<file path="src/rtl/cpu_pkg.sv">
// cpu_pkg: shared core widths, reset PC and the fetch-queue entry type.
package cpu_pkg;
    localparam int CPU_PC_W = 16;
    localparam int CPU_INSTR_W = 16;
    localparam logic [CPU_PC_W-1:0] CPU_RESET_PC = '0;
    typedef struct packed {
        logic [CPU_PC_W-1:0]    pc;
        logic [CPU_INSTR_W-1:0] instr;
    } fetch_entry_t;
    function automatic int clog2_min1(input int n);
        return (n > 1) ? $clog2(n) : 1;
    endfunction
endpackage

</file>
<file path="src/rtl/sync_fifo.sv">
// sync_fifo: single-clock FIFO with flush; head output reads zero while empty.
module sync_fifo import cpu_pkg::*; #(
    parameter int WIDTH = 8,
    parameter int DEPTH = 4
) (
    input  logic                       clk,
    input  logic                       rst,
    input  logic                       i_push,
    input  logic                       i_pop,
    input  logic                       i_flush,
    input  logic [WIDTH-1:0]           i_wdata,
    output logic [WIDTH-1:0]           o_rdata,
    output logic [$clog2(DEPTH+1)-1:0] o_count,
    output logic                       o_full,
    output logic                       o_empty
);
    localparam int AW = clog2_min1(DEPTH);
    localparam int CW = $clog2(DEPTH + 1);
    logic [WIDTH-1:0] r_mem [DEPTH];
    logic [AW-1:0] r_wr, r_rd;
    logic [CW-1:0] r_cnt;
    logic w_push, w_pop;
    function automatic logic [AW-1:0] inc(input logic [AW-1:0] p);
        return (p == AW'(DEPTH - 1)) ? '0 : p + AW'(1);
    endfunction
    assign w_push = i_push & !o_full;
    assign w_pop = i_pop & !o_empty;
    assign o_full = r_cnt == CW'(DEPTH);
    assign o_empty = r_cnt == '0;
    assign o_count = r_cnt;
    assign o_rdata = o_empty ? '0 : r_mem[r_rd];
    always_ff @(posedge clk) begin
        if (rst || i_flush) begin
            r_wr <= '0;
            r_rd <= '0;
            r_cnt <= '0;
        end else begin
            if (w_push) begin
                r_mem[r_wr] <= i_wdata;
                r_wr <= inc(r_wr);
            end
            if (w_pop) r_rd <= inc(r_rd);
            r_cnt <= r_cnt + CW'(w_push) - CW'(w_pop);
        end
    end
endmodule

</file>
<file path="src/rtl/fetch_prefetch_unit.sv">
// fetch_prefetch_unit: PC owner issuing in-order imem requests into a prefetch queue,
// with redirect flush/stale-response dropping and sticky halt.
module fetch_prefetch_unit import cpu_pkg::*; #(
    parameter int               PC_W     = CPU_PC_W,
    parameter int               INSTR_W  = CPU_INSTR_W,
    parameter int               DEPTH    = 4,
    parameter int               MAX_OUT  = 2,
    parameter logic [PC_W-1:0]  RESET_PC = PC_W'(CPU_RESET_PC)
) (
    input  logic               clk,
    input  logic               rst,
    output logic               imem_req_valid,
    input  logic               imem_req_ready,
    output logic [PC_W-1:0]    imem_req_addr,
    input  logic               imem_rsp_valid,
    input  logic [INSTR_W-1:0] imem_rsp_data,
    input  logic               redirect,
    input  logic [PC_W-1:0]    redirect_pc,
    input  logic               halt,
    output logic               id_valid,
    input  logic               id_ready,
    output logic [INSTR_W-1:0] id_instr,
    output logic [PC_W-1:0]    id_pc,
    output logic               busy
);
    localparam int OW = $clog2(MAX_OUT + 1);
    localparam int QW = $clog2(DEPTH + 1);
    typedef struct packed {
        logic [PC_W-1:0]    pc;
        logic [INSTR_W-1:0] instr;
    } entry_t;
    logic [PC_W-1:0] r_pc;
    logic [OW-1:0] r_out, r_drop;
    logic r_halted;
    logic w_fire, w_deq, w_rsp, w_keep;
    logic w_q_empty, w_q_full, w_inf_empty, w_inf_full;
    logic [QW-1:0] w_q_cnt;
    logic [OW-1:0] w_inf_cnt;
    logic [PC_W-1:0] w_inf_pc;
    logic [31:0] w_credit;
    entry_t w_head, w_entry;
    logic w_unused;
    // Credit counts only live requests: stale ones never land in the queue.
    assign w_credit = 32'(w_q_cnt) + 32'(r_out - r_drop);
    assign imem_req_valid = !rst & !r_halted & !redirect & (r_out < OW'(MAX_OUT)) & (w_credit < 32'(DEPTH));
    assign imem_req_addr = r_pc;
    assign w_fire = imem_req_valid & imem_req_ready;
    assign w_deq = id_valid & id_ready;
    assign w_rsp = imem_rsp_valid & (r_out != '0);
    assign w_keep = w_rsp & !redirect & (r_drop == '0);
    assign w_entry = '{pc: w_inf_pc, instr: imem_rsp_data};
    assign id_valid = !w_q_empty;
    assign id_pc = w_head.pc;
    assign id_instr = w_head.instr;
    assign busy = (r_out != '0) | !w_q_empty;
    assign w_unused = ^{w_q_full, w_inf_full, w_inf_empty, w_inf_cnt};
    always_ff @(posedge clk) begin
        if (rst) begin
            r_pc <= RESET_PC;
            r_out <= '0;
            r_drop <= '0;
            r_halted <= 1'b0;
        end else begin
            r_pc <= redirect ? redirect_pc : w_fire ? r_pc + PC_W'(INSTR_W / 8) : r_pc;
            r_out <= r_out + OW'(w_fire) - OW'(w_rsp);
            r_drop <= redirect ? r_out + OW'(w_fire) - OW'(w_rsp) : r_drop - OW'(w_rsp && r_drop != '0);
            r_halted <= r_halted | halt;
        end
    end
    sync_fifo #(.WIDTH($bits(entry_t)), .DEPTH(DEPTH)) u_queue (
        .clk(clk), .rst(rst), .i_push(w_keep), .i_pop(w_deq), .i_flush(redirect),
        .i_wdata(w_entry), .o_rdata(w_head), .o_count(w_q_cnt), .o_full(w_q_full), .o_empty(w_q_empty)
    );
    sync_fifo #(.WIDTH(PC_W), .DEPTH(MAX_OUT)) u_inflight (
        .clk(clk), .rst(rst), .i_push(w_fire), .i_pop(w_keep), .i_flush(redirect),
        .i_wdata(r_pc), .o_rdata(w_inf_pc), .o_count(w_inf_cnt), .o_full(w_inf_full), .o_empty(w_inf_empty)
    );
endmodule

</file>
<file path="config.mk">
export PLATFORM = sky130hd
export DESIGN_NAME = fetch_prefetch_unit
export DESIGN_NICKNAME = d
export VERILOG_FILES = /design/src/rtl/cpu_pkg.sv /design/src/rtl/sync_fifo.sv /design/src/rtl/fetch_prefetch_unit.sv
export SDC_FILE = /design/constraint.sdc
export NUM_CORES = 1
export LEC_CHECK = 0
export BUFFER_PORTS_ARGS = -buffer_cell sky130_fd_sc_hd__buf_2
export CAP_MARGIN = 10
export CORE_UTILIZATION = 53
export CTS_CLUSTER_SIZE = 14
export DETAILED_ROUTE_END_ITERATION = 12
export PLACE_DENSITY = 0.84
export SYNTH_ARGS = -nofsm -noshare
export SYNTH_HDL_FRONTEND = slang
export SYNTH_SLANG_ARGS = --single-unit
</file>
<file path="constraint.sdc">
create_clock -name clk -period 4.08 [get_ports clk]
set_clock_uncertainty 0.2 [all_clocks]
set_input_delay 0.816 -clock clk [delete_from_list [all_inputs] [get_ports clk]]
set_output_delay 0.816 -clock clk [all_outputs]
set_load 0.1 [all_outputs]
</file>
== Word-level counts from Yosys, hierarchy flattened ==
Memories as Yosys holds them, arrays and structs flattened. A register that Yosys moved wholly into a read port is not among the register bits.
Index checks and enable logic that the tools add are counted.
Widths: inputs -> output; s select.
Cells by class
  equality and inequality tests: 4
  reductions and logical operators: 15
  add/subtract/negate cells: 14
  $lt $le $gt $ge: 2
  muxes and demuxes: 19
  bitwise logic cells: 15
Operators by type and width (number)
  $mux 16: 3
  $lt 32x3->1 const B: 1
  $mux 32: 1
  $add 16x2->16 const B: 1
  $and 1x1->1: 13
  $mux 1: 10
  $mux 2: 5
  $logic_not 1->1: 7
  $eq 2x2->1 const B: 3
  $reduce_bool 2->1: 3
  $sub 2x1->2: 3
  $add 4x3->5: 1
  $add 2x1->2: 2
  $add 2x1->2 const B: 2
  $logic_not 2->1: 2
  $add 3x1->3: 1
  $eq 3x3->1 const B: 1
  $logic_not 3->1: 1
  $sub 2x2->3: 1
  $sub 3x1->3: 1
  $add 1x1->1 const B: 2
  $lt 2x2->1 const B: 1
  $or 1x1->1: 2
  $logic_and 1x1->1: 1
  $logic_or 1x1->1: 1
Storage, ports and cells
  logic and storage cells: 81
  output and inout bits: 51
  flip-flop bits (word level): 32
  memories kept: 2
  bits of input ports: 39
  RAM bits: 160
Memories
  u_queue.r_mem: depth 4, width 32, rd ports 1, clocked after memory_dff 1, wr ports 1, RTL line sync_fifo.sv:19  | logic [WIDTH-1:0] r_mem [DEPTH];
  u_inflight.r_mem: depth 2, width 16, rd ports 1, clocked after memory_dff 1, wr ports 1, RTL line sync_fifo.sv:19

== Depth between registers and ports, before layout ==
  depth in word-level cells: 10
  depth in mapped cells: 18
  gate-level depth less buffers: 17

== Modules after synthesis ==
Synthesis repeated with hierarchy kept, for this count alone.
Second synthesis, totals
  cells, all modules: 542
  area, all modules: 8296.7 um2
By module, submodules not included
  sync_fifo at u_queue: times used 1, cells an instance 256, area an instance 5322.6 um2, seq. area each 4023.9 um2
  fetch_prefetch_unit: times used 1, cells an instance 192, area an instance 1524.0 um2, seq. area each 420.4 um2
  sync_fifo at u_inflight: times used 1, cells an instance 94, area an instance 1450.1 um2, seq. area each 1061.0 um2

== Worst setup path after synthesis ==
No wires, ideal clock.
  kind: reg-to-output
  start: register r_out[0]
  end: output port imem_req_valid
  stages on the path, launching flop included: 8
  path buffers: 0
  arrival time: 3.103 ns
  data required time: 3.064 ns
  setup slack: -0.039 ns
  cells stage by stage: dfxtp_1 inv_1 ha_1 fa_1 ha_1 nor2b_1 o221ai_4 nor2_1
Between the ends
  word-level cells in the longest chain between the ends: 4
  elaborated cells between the ends (all ways): 6
  classes of those cells: 2 x add/sub; 2 x order compare; 2 x bitwise
Ends and longest elaborated chain
  start, declared: RTL line fetch_prefetch_unit.sv:33  | logic [OW-1:0] r_out, r_drop;
  start signal, assigned: RTL line fetch_prefetch_unit.sv:65  | r_out <= r_out + OW'(w_fire) - OW'(w_rsp);
  $sub 2x2->3: RTL line fetch_prefetch_unit.sv:44  | assign w_credit = 32'(w_q_cnt) + 32'(r_out - r_drop);
  $add 4x3->5: RTL line fetch_prefetch_unit.sv:44
  $lt 32x3->1: RTL line fetch_prefetch_unit.sv:45  | assign imem_req_valid = !rst & !r_halted & !redirect & (r_out < OW'(MAX_OUT)) & (w_credit < 32'(DEPTH));
  $and 1x1->1 (*): RTL line fetch_prefetch_unit.sv:45
  end, declared: RTL line fetch_prefetch_unit.sv:12  | output logic imem_req_valid,
Every way passes the cells marked *; elsewhere a longest branch is shown, timed or not.

== Worst setup path in the final report ==
Same ends and word-level chain as after synthesis.

==> summary.txt <==
Status
  – Status: finished, violations left
  – Violated checks: DRC

Detailed routing
  – DRC: 8
  – Final WL: 14,800 µm
  – Vias: ~4,700
  – Via density per instance: 5.76
  – Wire per inst: around 18 µm
  – DRT Pass-1 Iters: 9
  – Detailed Route Iter0 Violations: ~370
  – Post-route ant nets: 0

GRT
  – Pin count of the biggest net entering global routing: 34
  – Grt total ovfl: 0
  – GRT Util Overall: 0.199
  – First-pass GRT wire length: 23,900 µm
  – Number of global-route vias before repair: 4,669
  – Initial antenna violation count: 0

Synthesis
  – Unique masters post-synth: ~50
  – Post-synth EDFFs: 160
  – Proportion of synthesized area in mux cells: 0.114
  – Top cells by area, synth: edfxtp_1 (59%), mux4_2 (8.9%), dfxtp_1 (8.7%), and2_1 (2.9%), ha_1 (2.5%)
  – Asr flop ratio synth: 0
  – Post-Syn Area: 8080 µm²
  – Primary FF master, synth: edfxtp_1
  – Net count after synthesis: between 500 and 600
  – Syn Inst Count: 514
  – Synth Area in XOR/XNOR: 0.0108
  – Dominant combinational cell family by area after synthesis: multiplexers
  – Synth Area in Compound Gates: 0.0410
  – Seq/Total Area, Yosys: 0.681
  – Syn_area_per_cell: 15.7 µm²
  – Post-synthesis adder-cell area fraction: 0.0297
  – Cell taking the most area after synthesis: edfxtp_1
  – Yosys reg bits: approximately 200
  – Yosys top cell area share: 0.594
  – YS warnings: 0
  – Simple-Gate Fraction of Synth Area: 0.102

Place
  – Gpl congestion: 0.840
  – Hpwl dp: 9720 µm
  – I/O Buffers: 89
  – Placed insts: a little under 800
  – Post-Place Setup Slack: about 230 ps

Critical path
  – Most frequent CP cell: ha_1
  – Crit path max-delay cell type: fa_1
  – Cell-by-cell trace of the critical path: inv_1, ha_1, fa_1, ha_1, nor2b_1, o221ai_4, nor2_2, buf_4
  – Worst Path Max Fanout: 8
  – Buf+Inv Stages, Crit Path: 2
  – Critical path type: reg -> out
  – Slowest stage delay, CP: 470 ps
  – Cell family with most CP delay: adder cells
  – Worst setup EP type: primary output
  – Worst path required time: 3060 ps
  – Crit path DAT: between 2000 and 3000 ps
  – Startpoint types: flip-flop

STA
  – Slew headroom: 0.393
  – Maximum clock frequency: 254 MHz
  – Measured slew at the worst slew-check pin: just over 900 ps
  – Final Hold Slack: 331 ps
  – Max Slew Vio Count: 0
  – Finish-stage setup viols: 0
  – Part of the cycle the worst path needs: 0.964
  – Setup_tns: 0 ps
  – Tmin final: 3930 ps
  – Unrepaired setup endpoints after global routing: false
  – Final worst slack: 147 ps
  – Final hold vios: 0

Die
  – Initial Util: 0.550
  – Core area: approximately 15,000 µm²
  – Io pins: 90
  – Die H: 125 µm
  – Die ar.: 15,700 µm²
  – Die W: 125 µm
  – # rows: 44

Clock tree
  – Clk_lat worst skew: 430 ps
  – Root buf cell: clkbuf_16
  – Num CTS Buffers: 17
  – CTS Hold Bufs: 0
  – Clock Sinks: 195
  – Worst-path clk slew: 70 ps
  – H-Tree Depth: 4
  – CTS tree: built
  – CTS max path bufs: 2

Pwr
  – Peak supply drop: 0.000375 V
  – Cell leakage power: roughly 3.4 nW
  – Total Power: 4.68 mW
  – Pwr/cell area: around 500 nW/µm²

Finish
  – Layout area overhead: 15.7%
  – Nets: 668
  – Antenna fix cells: 0
  – Layout cells sized above 1: 0.280
  – Non-Filler Instances: 808
  – FILL cells: 1,025

Flow run
  – Max Cap Violations: 0

Hold path
  – Min-Delay Path Class: reg -> reg
==> cell type report <==
class / instances / area, µm² / area share
Clock inverter: 15 / 166 / 0.0178
Clock buffer: 17 / 425 / 0.0455
Tap cell: 184 / 230 / 0.0246
Sequential cell: 195 / 5510 / 0.589
Multi-Input combinational cell: 278 / 2420 / 0.259
Timing Repair Buffer: 101 / 538 / 0.0575
Inverter: 18 / 70.1 / 0.00749
==> logic make-up after synthesis <==
logic type / Yosys count
DFF: 195
and+or+nand+nor: 152
muxes: 52
AOI/OAI and AO/OA: 46
buffers and inverters: 41
adders and majority gates: 18
xor gates and xnor gates: 10
==> metal layers <==
| layer | global-route usage | up-vias | routed length (µm) |
|---|---|---|---|
| met5 | 0 | - | 0 |
| met4 | 0.0502 | 0 | 158 |
| met3 | 0.0582 | 16 | 843 |
| met2 | 0.331 | 165 | 7360 |
| met1 | 0.258 | 2314 | 6410 |
| li1 | - | 2156 | - |
==> placed cells by master, fill, tap and decap left out, drive strengths merged, types with 7 or more instances in the layout <==
master and count:
a21oi 13, and2 38, buf 101, clkbuf 17, dfxtp 35, edfxtp 160
ha 16, inv 25, mux2i 20, mux4 32, nand2 16, nand2b 7
nand3 8, nor2 48, xnor2 8
==> state kept, by name (all words and copies together), names as in the netlist, named ones only <==
name and count:
r_out 2, r_drop 2, u_queue.r_mem 128, u_inflight.r_wr 1, r_halted 1, u_inflight.r_mem 32, u_queue.r_rd 2, imem_req_addr 16
u_inflight.r_rd 1, u_queue.o_count 3, u_queue.r_wr 2, u_inflight.o_count 2
==> report_power, final <==
group          total (mW)  internal, mW  switching (mW)
logic               0.783         0.199           0.584
clock network        1.64         0.871           0.768
registers            2.26          2.21          0.0504
==> what timing repair did <==
action	4_1_cts	5_1_grt
gates resized for setup	0	3
setup endpoints to repair	0	2
buffers inserted	0	1
==> worst reg2reg max path, stage by stage (launching register included) <==
cell and delay, ps:
dfxtp_1 380, inv_1 60, ha_1 200, fa_1 470, ha_1 390, or2_2 340
o2111ai_2 390, nor2_8 80, inv_4 130, ha_1 250, inv_1 60, ha_1 150
xnor2_1 150, xnor2_1 140, nor2_1 80, nor2_1 160, a21oi_1 60
==> per-stage QoR <==
| stage | instance area [µm²] | util |
|---|---|---|
| after CTS | 9340 | 0.636 |
| final | 9360 | 0.636 |
| after floorplan | 8090 | - |
| after detailed placement | 8750 | 0.595 |
| after global routing | 9360 | 0.636 |
| after global placement | 8750 | 0.595 |
==> cells in the mapped netlist, types with 3 or more instances <==
| master | count |
|---|---|
| a21oi_1 | 13 |
| a22oi_1 | 6 |
| a31oi_1 | 5 |
| and2_1 | 38 |
| and4_1 | 3 |
| buf_2 | 4 |
| clkbuf_1 | 17 |
| dfxtp_1 | 35 |
| edfxtp_1 | 160 |
| ha_1 | 16 |
| inv_1 | 16 |
| mux2i_1 | 20 |
| mux4_2 | 32 |
| nand2_1 | 16 |
| nand2b_1 | 7 |
| nand3_1 | 8 |
| nand4_1 | 4 |
| nor2_1 | 47 |
| nor2b_1 | 5 |
| nor3_1 | 6 |
| o211ai_1 | 4 |
| o22ai_1 | 6 |
| or3_1 | 5 |
| xnor2_1 | 8 |
==> path summary, 6_finish.rpt <==
kind | from | endpoint | slack, ps | cells after the start
setup / recovery | r_out[0] | imem_req_valid | 150 | 8
setup reg to reg | r_out[0] | r_drop[1] | 270 | 16
hold / removal | imem_req_addr[0] | u_inflight.r_mem[1][0] | 330 | 0
hold reg to reg | imem_req_addr[0] | u_inflight.r_mem[1][0] | 330 | 0
Power figures use the tool's default switching activity.
